`config.mk`:
```
export PLATFORM = sky130hd
export DESIGN_NAME = ef_smsdac_mse_ctrl_flat
export DESIGN_NICKNAME = d
export VERILOG_FILES = /design/src/rtl/ef_smsdac_mse_ctrl_if.sv /design/src/rtl/ef_smsdac_mse_ctrl.sv /design/src/flat_wrapper.sv
export SDC_FILE = /design/constraint.sdc
export NUM_CORES = 1
export LEC_CHECK = 0
export BUFFER_PORTS_ARGS = -buffer_cell sky130_fd_sc_hd__buf_4
export CORE_AREA = 4 4 60 62
export CTS_BUF_LIST = sky130_fd_sc_hd__clkbuf_4
export DETAILED_ROUTE_END_ITERATION = 10
export DIE_AREA = 0 0 64 66
export MAX_ROUTING_LAYER = met4
export PLACE_DENSITY = 0.71
export SLEW_MARGIN = 0
export SYNTH_ARGS = -nofsm -noshare
export SYNTH_HDL_FRONTEND = slang
export SYNTH_SLANG_ARGS = --single-unit
```
`constraint.sdc`:
```
create_clock -name clk -period 2.8 [get_ports clk]
set_input_delay 0.7 -clock clk [delete_from_list [all_inputs] [get_ports clk]]
set_output_delay 0.7 -clock clk [all_outputs]
set_load 0.005 [all_outputs]
```
`src/rtl/ef_smsdac_mse_ctrl_if.sv`:
```
// Input-code handshake between the sample source and ef_smsdac_mse_ctrl.
//   s_valid : source has a code on s_data
//   s_ready : controller accepts the code when s_valid & s_ready
//   s_data  : N-bit DAC code
// master modport: the source side; slave modport: the controller side.
interface ef_smsdac_mse_ctrl_if #(
  parameter int unsigned N = 4
) ();
  logic         s_valid;
  logic         s_ready;
  logic [N-1:0] s_data;

  modport master (output s_valid, output s_data, input s_ready);
  modport slave  (input s_valid, input s_data, output s_ready);
endinterface

```
`src/rtl/ef_smsdac_mse_ctrl.sv`:
```
// Sample-rate controller for a switching-block (mismatch-shaping) segmented DAC.
// Paces input codes at clk/(div+1), holds one code in a single-entry buffer, soft-mutes by
// ramping the output code one LSB per sample toward midscale, and supplies random bits to
// the switching blocks.
//
// Ports:
//   clk, rst_b : clock (rising edge) and asynchronous active-low reset
//   en         : converter enable; dropping it returns to IDLE on the next cycle
//   div        : sample period minus one, in clk cycles
//   mute       : soft-mute request
//   s          : input-code handshake (slave modport of ef_smsdac_mse_ctrl_if)
//   x_out      : code to the switching-block tree
//   r_out      : random bits to the switching blocks
//   strobe     : one-cycle pulse in the cycle x_out/r_out first show a new sample
//   underrun   : one-cycle pulse when a RUN sample slot found no held code
//   state      : IDLE=0, RUN=1, RAMP=2, MUTED=3
//
// Build option: define EF_SMSDAC_LFSR_EN to drive r_out from a 16-bit Galois LFSR;
// without it r_out is constant zero (deterministic shaping).
module ef_smsdac_mse_ctrl #(
  parameter int unsigned N     = 4,
  parameter int unsigned DIV_W = 8,
  parameter int unsigned NR    = 7
) (
  input  logic                 clk,
  input  logic                 rst_b,
  input  logic                 en,
  input  logic [DIV_W-1:0]     div,
  input  logic                 mute,
  ef_smsdac_mse_ctrl_if.slave  s,
  output logic [N-1:0]         x_out,
  output logic [NR-1:0]        r_out,
  output logic                 strobe,
  output logic                 underrun,
  output logic [1:0]           state
);

  localparam logic [N-1:0]     Mid    = {1'b1, {(N-1){1'b0}}};
  localparam logic [N-1:0]     XOne   = {{(N-1){1'b0}}, 1'b1};
  localparam logic [DIV_W-1:0] CntOne = {{(DIV_W-1){1'b0}}, 1'b1};

  typedef enum logic [1:0] {
    StIdle  = 2'd0,
    StRun   = 2'd1,
    StRamp  = 2'd2,
    StMuted = 2'd3
  } state_e;

  state_e           state_q;
  logic [DIV_W-1:0] cnt_q;
  logic             hold_v_q;
  logic [N-1:0]     hold_q;
  logic [N-1:0]     x_q;
  logic             strobe_q;
  logic             underrun_q;

  logic             tick;
  logic             ready;
  logic             wr;
  logic [N-1:0]     x_step_d;

  // >= rather than == so a lowered div takes effect immediately instead of wrapping.
  assign tick  = (state_q != StIdle) && (cnt_q >= div);
  assign ready = (state_q != StIdle) && (!hold_v_q || tick);
  assign wr    = s.s_valid && ready;

  // One LSB toward midscale; stays put when already there.
  always_comb begin
    x_step_d = x_q;
    if (x_q > Mid) begin
      x_step_d = x_q - XOne;
    end else if (x_q < Mid) begin
      x_step_d = x_q + XOne;
    end
  end

`ifdef EF_SMSDAC_LFSR_EN
  logic [15:0]   lfsr_q;
  logic [15:0]   lfsr_d;
  logic [NR-1:0] r_q;

  // Galois, right-shifting: feed the dropped bit back through the tap mask.
  assign lfsr_d = {1'b0, lfsr_q[15:1]} ^ (lfsr_q[0] ? 16'hB400 : 16'h0000);

  always_ff @(posedge clk or negedge rst_b) begin
    if (!rst_b) begin
      lfsr_q <= 16'hACE1;
      r_q    <= '0;
    end else if (en && tick) begin
      lfsr_q <= lfsr_d;
      r_q    <= lfsr_d[NR-1:0];
    end
  end

  assign r_out = r_q;
`else
  assign r_out = '0;
`endif

  always_ff @(posedge clk or negedge rst_b) begin
    if (!rst_b) begin
      state_q    <= StIdle;
      cnt_q      <= '0;
      hold_v_q   <= 1'b0;
      hold_q     <= '0;
      x_q        <= Mid;
      strobe_q   <= 1'b0;
      underrun_q <= 1'b0;
    end else if (!en) begin
      state_q    <= StIdle;
      cnt_q      <= '0;
      hold_v_q   <= 1'b0;
      x_q        <= Mid;
      strobe_q   <= 1'b0;
      underrun_q <= 1'b0;
    end else begin
      strobe_q   <= tick;
      underrun_q <= 1'b0;
      if (state_q == StIdle) begin
        state_q <= StRun;
        cnt_q   <= '0;
      end else begin
        cnt_q <= tick ? '0 : cnt_q + CntOne;
        // A write landing on a tick wins: the old code is consumed, the new one is kept.
        if (wr) begin
          hold_v_q <= 1'b1;
          hold_q   <= s.s_data;
        end else if (tick) begin
          hold_v_q <= 1'b0;
        end
        if (tick) begin
          if (mute) begin
            // Held code (if any) is discarded while ramping or muted.
            x_q     <= x_step_d;
            state_q <= (x_step_d == Mid) ? StMuted : StRamp;
          end else begin
            state_q <= StRun;
            if (hold_v_q) begin
              x_q <= hold_q;
            end else begin
              underrun_q <= 1'b1;
            end
          end
        end
      end
    end
  end

  assign s.s_ready = ready;
  assign x_out     = x_q;
  assign strobe    = strobe_q;
  assign underrun  = underrun_q;
  assign state     = state_q;

endmodule

```
`src/flat_wrapper.sv`:
```
// flat-port wrapper written by rule: the top's interface ports become plain ports
module ef_smsdac_mse_ctrl_flat 
#(
  parameter int unsigned N     = 4,
  parameter int unsigned DIV_W = 8,
  parameter int unsigned NR    = 7
)
  (clk, rst_b, en, div, mute, x_out, r_out, strobe, underrun, state, s_s_valid, s_s_data, s_s_ready);
  ef_smsdac_mse_ctrl_if #(.N(N)) s_i ();
  input  logic clk;
  input  logic rst_b;
  input  logic en;
  input  logic [DIV_W-1:0] div;
  input  logic mute;
  output logic [N-1:0] x_out;
  output logic [NR-1:0] r_out;
  output logic strobe;
  output logic underrun;
  output logic [1:0] state;
  input wire logic [$bits(s_i.s_valid)-1:0] s_s_valid;
  input wire logic [$bits(s_i.s_data)-1:0] s_s_data;
  output wire logic [$bits(s_i.s_ready)-1:0] s_s_ready;
  assign s_i.s_valid = s_s_valid;
  assign s_i.s_data = s_s_data;
  assign s_s_ready = s_i.s_ready;
  ef_smsdac_mse_ctrl #(.N(N), .DIV_W(DIV_W), .NR(NR)) u_core (.clk(clk), .rst_b(rst_b), .en(en), .div(div), .mute(mute), .s(s_i), .x_out(x_out), .r_out(r_out), .strobe(strobe), .underrun(underrun), .state(state));
endmodule
```
==> key figures <==
Status
  • Status: finished, final reports clean

Setup path
  • CP max FO: 2
  • Worst setup EP type: output port
  • Worst Path Required: 2100 ps
  • Startpoint Class: input port
  • Worst r2r dst: u_core.x_out[2]$_DFFE_PN0P_
  • Worst R2R Path Depth: 8
  • Worst setup path category: in -> out
  • Setup slack, reg-to-reg: 680 ps
  • Worst path arrival time: 1970 ps
  • Reg-to-Reg Start: u_core.cnt_q[0]$_DFF_PN0_

Yosys
  • Synthesized instance count: 146
  • Sequential element share of the synthesized area: 0.366
  • Synthesized cell area: 0.00144 mm2
  • Yosys warns: 0
  • Average cell area after synthesis: 9.86 um2
  • Synth Register Bits: 21
  • Post-synthesis cell type count: 48
  • Synth area leader: dfrtp_1
  • Top-area cell type share of the netlist area: 0.348
  • Top cells by area, synth: dfrtp_1 (35%), ha_1 (9.6%), xor2_1 (4.3%)

Floorplanning
  • DIE AREA: 0.00422 mm2
  • Core ar.: 0.00303 mm2
  • Die X: 64 um
  • Die height: 66 um
  • Boundary Pins: 33
  • FP Rows: 20
  • Initial Utilization: 0.475

Finish
  • Most frequent cells in the layout: buf_4 (29), dfrtp_1 (19), inv_1 (13)
  • Most common library cell in the layout ignoring fill and taps: buf_4
  • Share of cells above drive strength 1: 0.283
  • Antenna Cells: 0
  • Nets: 202
  • Area growth from synthesis to layout: 17.3%
  • Post-Layout Cell Count: 217

STA
  • Fmax: 375 MHz
  • Final setup viols: 0
  • Worst Tran Pin Value: 651 ps
  • Final Max Tran Viols: 0
  • Worst slew margin: 0.563
  • Hold Violations, Final: 0
  • Total negative slack: 0 ps
  • RSZ-0062 raised after global routing: no
  • Fin crit period: 2670 ps
  • Fin crit share: 0.953
  • Skew final: 6.50 ps

Global routing
  • GRT Total Usage: 0.149
  • First-pass GRT wire length: 4820 um
  • GRT overflow: 0
  • Vias in the first global route: 1077
  • Largest net degree at the start of global routing: 22
  • Initial antenna violation count: 0

Clock network
  • Htree depth: 1
  • CTS Buf Count: 3
  • Clock Latency Late Sink: 300 ps
  • Post-CTS Hold Fix Bufs: 0
  • CTS root buf: clkbuf_4
  • Clk sinks: 21
  • CTS tree: yes
  • CTS clk-pin slew, worst paths: 120 ps
  • Clk buf depth: 2

Placement
  • Post-DP HPWL: 2280 um
  • Final Wtd Congestion: 0.804
  • I/O Buffers: 25
  • Placed cells: 211

Detailed routing
  • Vias per cell: 5.01
  • Vias post-DR: 1087
  • Detailed Route WL: 2900 um
  • Avg WL per Cell: 13.4 um
  • Post-route ant nets: 0
  • 1st-pass router iterations: 4
  • Drt drc: 0
  • 1st-iter DRT viols: 17

Power and ir drop
  • Leak: 0.000866 uW
  • Switching power: 156 uW
  • Comb pwr share: 0.183
  • Seq pwr share: 0.572
  • Pwr per Cell Area: 353 mW/mm2
  • P_int: 439 uW
  • Clock share of power: 0.245
  • Sw Share: 0.262
  • Peak supply drop: 294 uV

Job
  • # Max-Cap Violations: 0

Worst hold path
  • Worst min path class: in -> async
## metrics by stage
| stage | setup WS [ps] | cell area, um2 | hold WS [ps] | util | total power (uW) |
|---|---|---|---|---|---|
| final | 131 | 1690 | 250 | 0.557 | 595 |
| after detailed placement | 39.8 | 1640 | 513 | 0.543 | 452 |
| after global routing | 42.3 | 1690 | 246 | 0.557 | 632 |
| after floorplan | 317 | 1460 | 404 | - | 416 |
| after global placement | 85.2 | 1640 | 500 | 0.543 | 445 |
| after CTS | 35.0 | 1670 | 253 | 0.552 | 600 |
## power groups by stage
stage	logic, uW	registers, uW	clock network (uW)
finish	109	340	146
global route	120	342	170
global placement	102	343	0
CTS	107	340	153
floorplan	76.8	339	0
detailed placement	107	345	0
## worst max-delay path, stage by stage
cell	delay, ps
buf_4	110
ha_1	270
nand2b_4	150
a2111oi_4	340
o31a_4	200
a21oi_1	60
buf_4	140
## area by class of cell
| type | count | area [um2] |
|---|---|---|
| Clock buffer | 3 | 22.5 |
| Fill cell | 288 | 1340 |
| Clock inverter | 1 | 5.00 |
| Inverter | 13 | 48.8 |
| Sequential cell | 21 | 528 |
| Multi-Input combinational cell | 106 | 811 |
| Tap cell | 44 | 55.1 |
| Timing Repair Buffer | 29 | 218 |
## per-layer routing
layer	wire (um)	share of wire	vias up	track usage
met2	1360	0.47	31	0.249
met5	0	0	-	-
met4	32	0.011	0	0.0566
met3	138	0.048	4	0.0238
li1	-	-	551	-
met1	1370	0.47	501	0.182
## kinds of logic (layout without fill, tap and decap cells)
kind of cell,count (synthesis),after routing,synth area share
adders and majority gates,11,11,0.0957
other,1,7,0.00261
muxes,7,7,0.0635
and+or+nand+nor,42,42,0.159
buffers and inverters,25,46,0.0861
xor gates and xnor gates,9,9,0.0548
DFF,21,21,0.366
AOI/OAI and AO/OA,30,30,0.172
## worst max-delay path by stage
stage,start,end
floorplan,div[0],s_s_ready
global route,u_core.cnt_q[0]$_DFF_PN0_,s_s_ready
global placement,div[0],s_s_ready
finish,div[0],s_s_ready
detailed placement,div[0],s_s_ready
CTS,div[0],s_s_ready
## synth_stat cells (all sizes together)
| cell | count |
|---|---|
| a22o | 1 |
| a311oi | 1 |
| nand3b | 1 |
| xnor2 | 2 |
| a21boi | 2 |
| inv | 13 |
| o311ai | 1 |
| and4b | 1 |
| o21a | 3 |
| conb | 1 |
| ha | 11 |
| nand2b | 2 |
| buf | 10 |
| o31a | 1 |
| mux2i | 2 |
| o2111ai | 1 |
| nor2b | 1 |
| nor3b | 1 |
| o21ai | 3 |
| nor2 | 8 |
| xor2 | 7 |
| nor4 | 1 |
| nand4 | 1 |
| mux2 | 5 |
| o211ai | 1 |
| a22oi | 1 |
| o31ai | 3 |
| nand2 | 7 |
| nor3 | 8 |
| a21oi | 8 |
| a21o | 2 |
| and3 | 3 |
| a2111oi | 1 |
| nand3 | 7 |
| or2 | 1 |
| a41oi | 1 |
| dfrtp | 20 |
| dfstp | 1 |
| clkbuf | 2 |
## state kept, by name, summed over array words and instances, names as in the netlist
| signal | flops |
|---|---|
| u_core.x_out | 4 |
| u_core.hold_v_q | 1 |
| u_core.strobe | 1 |
| u_core.underrun | 1 |
| u_core.hold_q | 4 |
| u_core.state | 2 |
| u_core.cnt_q | 8 |
## repair_timing
action / CTS / global route
gates resized for setup: 1 / 0
setup buffers: 0 / 2
pin swaps: 0 / 1
hold endpoints to repair: 0 / 0
endpoints found under the setup margin: 1 / 1
Note: power is estimated with default switching activity, not from simulation.
